[src/rtl/devre_sweep_ctrl_pkg.sv]
// Shared types and constants for the devre sweep controller and its settle timer.
package devre_ctrl_pkg;

  localparam int unsigned NUM_VEC      = 8;
  localparam logic [7:0]  DEVRE_GOLDEN = 8'h30;

  typedef enum logic [1:0] {
    IDLE,
    SETTLE,
    SAMPLE,
    DONE
  } state_t;

  typedef enum logic {
    SWEEP,
    EVAL
  } mode_t;

endpackage

[src/rtl/devre_sweep_ctrl_if.sv]
// Host-side request/response bundle of the devre sweep controller.
interface devre_sweep_ctrl_if;

  logic       start;
  logic       abort;
  logic       eval_req;
  logic [2:0] eval_vec;
  logic       busy;
  logic       done;
  logic [7:0] table_o;
  logic       pass;
  logic       eval_ack;
  logic       eval_f;

  modport master (
    output start, abort, eval_req, eval_vec,
    input  busy, done, table_o, pass, eval_ack, eval_f
  );

  modport slave (
    input  start, abort, eval_req, eval_vec,
    output busy, done, table_o, pass, eval_ack, eval_f
  );

endinterface

[src/rtl/devre_sweep_ctrl_settle_timer.sv]
// Settle down-counter: load arms it, expire flags the last settle cycle.
module devre_settle_timer #(
  parameter int unsigned SETTLE_CYC = 2
) (
  input  logic clk,
  input  logic rst_n,
  input  logic load,
  input  logic run,
  output logic expire
);

  localparam logic [3:0] LOAD_VAL = 4'(SETTLE_CYC - 1);

  logic [3:0] cnt_q;
  logic [3:0] cnt_d;

  always_comb begin
    cnt_d = cnt_q;
    if (load) begin
      cnt_d = LOAD_VAL;
    end else if (run && (cnt_q != 4'd0)) begin
      cnt_d = cnt_q - 4'd1;
    end
  end

  always_ff @(posedge clk) begin
    if (!rst_n) begin
      cnt_q <= 4'd0;
    end else begin
      cnt_q <= cnt_d;
    end
  end

  assign expire = (cnt_q == 4'd0);

endmodule

[src/rtl/devre_sweep_ctrl.sv]
// Owner of the devre A/B/C inputs: full truth-table sweep or single-vector evaluation.
//
//   state  | meaning
//   IDLE   | abc_o parked at 0, waiting for start (priority) or eval_req
//   SETTLE | abc_o held for SETTLE_CYC cycles so F can settle
//   SAMPLE | F captured into table_o (sweep) or eval_f (eval)
//   DONE   | sweep finished, done pulses, pass valid
module devre_sweep_ctrl
  import devre_ctrl_pkg::*;
#(
  parameter int unsigned SETTLE_CYC = 2,
  parameter logic [7:0]  EXPECTED   = DEVRE_GOLDEN
) (
  input  logic               clk,
  input  logic               rst_n,
  devre_sweep_ctrl_if.slave  host,
  input  logic               f_i,
  output logic [2:0]         abc_o
);

  state_t     state_q, state_d;
  mode_t      mode_q, mode_d;
  logic [2:0] idx_q, idx_d;
  logic [2:0] abc_q, abc_d;
  logic [7:0] table_q, table_d;
  logic       pass_q, pass_d;
  logic       eval_ack_q, eval_ack_d;
  logic       eval_f_q, eval_f_d;

  logic timer_load;
  logic timer_run;
  logic timer_expire;

  devre_settle_timer #(
    .SETTLE_CYC (SETTLE_CYC)
  ) u_settle_timer (
    .clk    (clk),
    .rst_n  (rst_n),
    .load   (timer_load),
    .run    (timer_run),
    .expire (timer_expire)
  );

  assign timer_run = (state_q == SETTLE);

  always_comb begin
    state_d    = state_q;
    mode_d     = mode_q;
    idx_d      = idx_q;
    abc_d      = abc_q;
    table_d    = table_q;
    pass_d     = pass_q;
    eval_ack_d = 1'b0;
    eval_f_d   = eval_f_q;
    timer_load = 1'b0;

    case (state_q)
      IDLE: begin
        abc_d = 3'd0;
        if (host.start) begin
          mode_d     = SWEEP;
          table_d    = 8'd0;
          pass_d     = 1'b0;
          idx_d      = 3'd0;
          timer_load = 1'b1;
          state_d    = SETTLE;
        end else if (host.eval_req) begin
          mode_d     = EVAL;
          abc_d      = host.eval_vec;
          timer_load = 1'b1;
          state_d    = SETTLE;
        end
      end

      SETTLE: begin
        if (host.abort) begin
          abc_d   = 3'd0;
          pass_d  = 1'b0;
          state_d = IDLE;
        end else if (timer_expire) begin
          state_d = SAMPLE;
        end
      end

      SAMPLE: begin
        if (host.abort) begin
          abc_d   = 3'd0;
          pass_d  = 1'b0;
          state_d = IDLE;
        end else if (mode_q == SWEEP) begin
          table_d[idx_q] = f_i;
          if (idx_q == 3'(NUM_VEC - 1)) begin
            // pass must already be valid in the DONE cycle, so judge the table including this bit
            pass_d  = (table_d == EXPECTED);
            state_d = DONE;
          end else begin
            idx_d      = idx_q + 3'd1;
            abc_d      = idx_q + 3'd1;
            timer_load = 1'b1;
            state_d    = SETTLE;
          end
        end else begin
          eval_f_d   = f_i;
          eval_ack_d = 1'b1;
          abc_d      = 3'd0;
          state_d    = IDLE;
        end
      end

      DONE: begin
        abc_d   = 3'd0;
        state_d = IDLE;
      end

      default: begin
        abc_d   = 3'd0;
        state_d = IDLE;
      end
    endcase
  end

  always_ff @(posedge clk) begin
    if (!rst_n) begin
      state_q    <= IDLE;
      mode_q     <= SWEEP;
      idx_q      <= 3'd0;
      abc_q      <= 3'd0;
      table_q    <= 8'd0;
      pass_q     <= 1'b0;
      eval_ack_q <= 1'b0;
      eval_f_q   <= 1'b0;
    end else begin
      state_q    <= state_d;
      mode_q     <= mode_d;
      idx_q      <= idx_d;
      abc_q      <= abc_d;
      table_q    <= table_d;
      pass_q     <= pass_d;
      eval_ack_q <= eval_ack_d;
      eval_f_q   <= eval_f_d;
    end
  end

  assign abc_o         = abc_q;
  assign host.busy     = (state_q != IDLE);
  assign host.done     = (state_q == DONE);
  assign host.table_o  = table_q;
  assign host.pass     = pass_q;
  assign host.eval_ack = eval_ack_q;
  assign host.eval_f   = eval_f_q;

endmodule

[src/flat_wrapper.sv]
// flat-port wrapper written by rule: the top's interface ports become plain ports
module devre_sweep_ctrl_flat import devre_ctrl_pkg::*;
#(
  parameter int unsigned SETTLE_CYC = 2,
  parameter logic [7:0]  EXPECTED   = DEVRE_GOLDEN
)
  (clk, rst_n, f_i, abc_o, host_start, host_abort, host_eval_req, host_eval_vec, host_busy, host_done, host_table_o, host_pass, host_eval_ack, host_eval_f);
  devre_sweep_ctrl_if host_i ();
  input  logic clk;
  input  logic rst_n;
  input  logic f_i;
  output logic [2:0] abc_o;
  input wire logic [$bits(host_i.start)-1:0] host_start;
  input wire logic [$bits(host_i.abort)-1:0] host_abort;
  input wire logic [$bits(host_i.eval_req)-1:0] host_eval_req;
  input wire logic [$bits(host_i.eval_vec)-1:0] host_eval_vec;
  output wire logic [$bits(host_i.busy)-1:0] host_busy;
  output wire logic [$bits(host_i.done)-1:0] host_done;
  output wire logic [$bits(host_i.table_o)-1:0] host_table_o;
  output wire logic [$bits(host_i.pass)-1:0] host_pass;
  output wire logic [$bits(host_i.eval_ack)-1:0] host_eval_ack;
  output wire logic [$bits(host_i.eval_f)-1:0] host_eval_f;
  assign host_i.start = host_start;
  assign host_i.abort = host_abort;
  assign host_i.eval_req = host_eval_req;
  assign host_i.eval_vec = host_eval_vec;
  assign host_busy = host_i.busy;
  assign host_done = host_i.done;
  assign host_table_o = host_i.table_o;
  assign host_pass = host_i.pass;
  assign host_eval_ack = host_i.eval_ack;
  assign host_eval_f = host_i.eval_f;
  devre_sweep_ctrl #(.SETTLE_CYC(SETTLE_CYC), .EXPECTED(EXPECTED)) u_core (.clk(clk), .rst_n(rst_n), .host(host_i), .f_i(f_i), .abc_o(abc_o));
endmodule
[config.mk]
export PLATFORM = sky130hd
export DESIGN_NAME = devre_sweep_ctrl_flat
export DESIGN_NICKNAME = d
export VERILOG_FILES = /design/src/rtl/devre_sweep_ctrl_pkg.sv /design/src/rtl/devre_sweep_ctrl_if.sv /design/src/rtl/devre_sweep_ctrl_settle_timer.sv /design/src/rtl/devre_sweep_ctrl.sv /design/src/flat_wrapper.sv
export SDC_FILE = /design/constraint.sdc
export NUM_CORES = 1
export LEC_CHECK = 0
export ABC_CLOCK_PERIOD_IN_PS = 2600
export CORE_AREA = 2 2 57 59
export DETAILED_ROUTE_END_ITERATION = 8
export DIE_AREA = 0 0 59 61
export PLACE_DENSITY = 0.77
export SLEW_MARGIN = 5
export SYNTH_ARGS = -nofsm -noshare
export SYNTH_HDL_FRONTEND = slang
export SYNTH_HIERARCHICAL = 1
export SYNTH_SLANG_ARGS = --single-unit
export TNS_END_PERCENT = 20
[constraint.sdc]
create_clock -name clk -period 2.6 [get_ports clk]
set_input_delay 0.65 -clock clk [delete_from_list [all_inputs] [get_ports clk]]
set_output_delay 0.65 -clock clk [all_outputs]
set_load 0.01 [all_outputs]
==> impl_metrics.env, run 1 <==
export IMPL_outcome="finished, final reports clean"
export IMPL_synth_seq_area_share_pct=31.8
export IMPL_vias=1431
export IMPL_hpwl_mm=2.56
export IMPL_hold_path_depth=2
export IMPL_dieArea_mm2=0.00360
export IMPL_postSynthCellCount=182
export IMPL_setup_viol=0
export IMPL_grt_overflow=0
export IMPL_synth_seq_cells=24
export IMPL_drive_gt1_share_pct=10.3
export IMPL_grt_pass1_wl_mm=5.81
export IMPL_ys_types=55
export IMPL_track_usage_pct=21.0
export IMPL_ff2ff_path_depth=7
export IMPL_finalMaxSlewViolations=0
export IMPL_timing_fmax_mhz=415
export IMPL_min_to="u_core/host.pass"
export IMPL_antenna_found_initial=0
export IMPL_first_pass_iters=4
export IMPL_setup_tns_ps=0
export IMPL_drv_cap=0
export IMPL_ys_flop_type="dfxtp_1"
export IMPL_synthesis_area_mm2=0.00151
export IMPL_crit_type="reg -> out"
export IMPL_nNetsFinal=219
export IMPL_cts_htree_levels=1
export IMPL_final_area_mm2=0.00178
export IMPL_initial_core_util_pct=51.2
export IMPL_slowest_delay_ps=670
export IMPL_required_ps=1950
export IMPL_fin_crit_sh_pct=92.7
export IMPL_r2r_end="u_core/host.pass"
export IMPL_cts_buffer_depth=2
export IMPL_clk_root_buffer_cell="clkbuf_4"
export IMPL_crit_fanout=17
export IMPL_whs_ps=475
export IMPL_crit_chain="nor2_1 > inv_1 > clkdlybuf4s50_1"
export IMPL_fp_row_count=20
export IMPL_power_leakage_nw=0.671
export IMPL_rsz0062_at_grt="no"
export IMPL_cts_sinks=24
export IMPL_placed_area_mm2=0.00176
export IMPL_coreArea_mm2=0.00295
export IMPL_crit_slowest_cell="dfxtp_1"
export IMPL_wl_per_cell_um=14.7
export IMPL_portBuffers=24
export IMPL_yosysWarnings=6
export IMPL_die_w_um=59
export IMPL_drc_errors=0
export IMPL_antenna_cells=0
export IMPL_hold_class="reg -> reg"
export IMPL_r2r_slack_ps=350
export IMPL_crit_arrival_ps=1760
export IMPL_ioPinCount=25
export IMPL_grt_pass1_vias=1321
export IMPL_die_y_um=61
export IMPL_tightestPinTransition_ps=538
export IMPL_cts_made_buffers=3
export IMPL_hold_violations=0
export IMPL_post_cts_resized=0
export IMPL_grt_max_degree=23
export IMPL_r2r_start="u_core/idx_q[0]"
export IMPL_viasPerCell=6.04
export IMPL_end_kind="output pin"
export IMPL_insertion_delay_ps=300
export IMPL_critPathLaunchType="flip-flop"
export IMPL_finish_utilization_pct=60.4
export IMPL_peakVddDrop_mv=0.233
export IMPL_total_power_mw=0.684
export IMPL_synth_avg_cell_area_um2=8.30
export IMPL_drt_antenna_violating_nets=0
export IMPL_finalCriticalPeriod_ps=2410
export IMPL_gp_congestion=0.808
export IMPL_synth_edf_count=0
export IMPL_post_cts_buffers=0
export IMPL_cts_clk_slew_worst_paths_ps=130
export IMPL_slew_limit_headroom_pct=64.0
export IMPL_wirelength_mm=3.48
export IMPL_hold_buffers=0
export IMPL_min_from="u_core/host.pass"
export IMPL_fillers=293
export IMPL_p_per_area_mw_per_mm2=384
export IMPL_syn_nets=195
export IMPL_skew_ps=3.89
export IMPL_synthArstFlopShare_pct=0
export IMPL_area_delta_synth_final_pct=18.0
export IMPL_drtIter0Drc=57
export IMPL_cts_tree="built"
per-stage QoR:
stage,cells,setup WS [ps]
after detailed placement,234,82.9
after CTS,237,204
after global placement,234,122
final,237,189
after floorplan,182,495
after global routing,237,69.2
synthesized netlist by cell type, drive strengths merged (2+ instances only):
library cell / number / area share [%]
dfxtp: 24 / 32
a32oi: 3 / 1.7
ha: 4 / 3.3
o211a: 3 / 2.0
nand3: 6 / 2.0
nor3b: 3 / 1.5
o21ai: 17 / 5.6
o21a: 2 / 0.99
buf: 7 / 3.5
inv: 6 / 1.5
and3: 4 / 2.1
nand2: 20 / 5.0
clkbuf: 4 / 1.7
nand4b: 2 / 1.2
nor3: 4 / 1.3
o21bai: 2 / 0.99
nor4: 2 / 0.83
nand2b: 5 / 3.2
nor2b: 10 / 4.1
a22oi: 2 / 0.99
nor4b: 2 / 2.2
and2: 6 / 2.5
a21oi: 10 / 3.3
a21boi: 5 / 2.5
nor2: 9 / 2.4
critical path: cells and delay by family (launching register included):
family / cells / cell delay [ps]
buffers and inverters: 2 / 640
and+or+nand+nor: 1 / 150
DFF: 1 / 670
cell families after synthesis:
| group | share of synthesized area (%) |
|---|---|
| compound gates | 25.9 |
| fa+ha+maj | 3.31 |
| buf+inv | 6.62 |
| flops | 31.8 |
| mux | 0.662 |
| simple gates | 31.7 |
per-layer routing:
layer	GRT usage, %	routed length [um]
met5	0	0
met4	6.49	41
met3	2.56	135
met2	39.0	1680
met1	25.3	1620
power by group:
group | switching, mW | total [mW] | leakage, nW | internal (mW)
combinational | 0.0649 | 0.130 | 0.463 | 0.0654
sequential | 0.0155 | 0.393 | 0.195 | 0.378
clock | 0.107 | 0.161 | 0.0138 | 0.0540
sequential cells by signal (all words and copies together), names as in the netlist, 2 cells and up:
| signal | count |
|---|---|
| u_core/host.table_o | 8 |
| u_core/abc_o | 3 |
| u_core/state_q | 2 |
| u_core/idx_q | 3 |
| u_core/u_settle_timer/cnt_q | 4 |
layout by cell type (no fill, tap or decap), drive strengths merged, types with 2 or more instances in the layout:
cell type,n
clkbuf,3
o21bai,2
nand4b,2
a21boi,5
nand2,20
ha,4
nor3b,3
nor2b,10
and3,4
nand3,6
clkdlybuf4s50,24
dfxtp,24
nor4,2
nor2,9
a32oi,3
o21a,2
buf,6
a21oi,10
nor4b,2
nand2b,5
inv,6
o211a,3
o21ai,17
a22oi,2
nor3,4
and2,6
how the worst max path moves through the flow:
stage,endpoint,cells past startpoint,start,slack (ps)
after floorplan,u_core/u_settle_timer/cnt_q[3],7,host_abort,500
after global placement,u_core/host.pass,7,host_abort,120
after detailed placement,u_core/u_settle_timer/cnt_q[3],6,host_abort,80
after CTS,host_busy,3,u_core/state_q[1],200
after global routing,host_busy,3,u_core/state_q[1],70
final,host_busy,3,u_core/state_q[1],190
area by class of cell:
type                            count  area [um2]  area share, %
Clock buffer                        3        22.5           1.26
Inverter                            6        22.5           1.26
Multi-Input combinational cell    141         931           52.2
Sequential cell                    24         480           26.9
Tap cell                           33        41.3           2.32
Timing Repair Buffer               30         285           16.0
No activity file was read; power rests on OpenSTA's default activity.
==> run 2: changes to the inputs <==
Settings changed: CAP_MARGIN set to 5.
==> results of run 2 <==
Same layout as run 1: the final DEF is identical, and so are final timing and power.
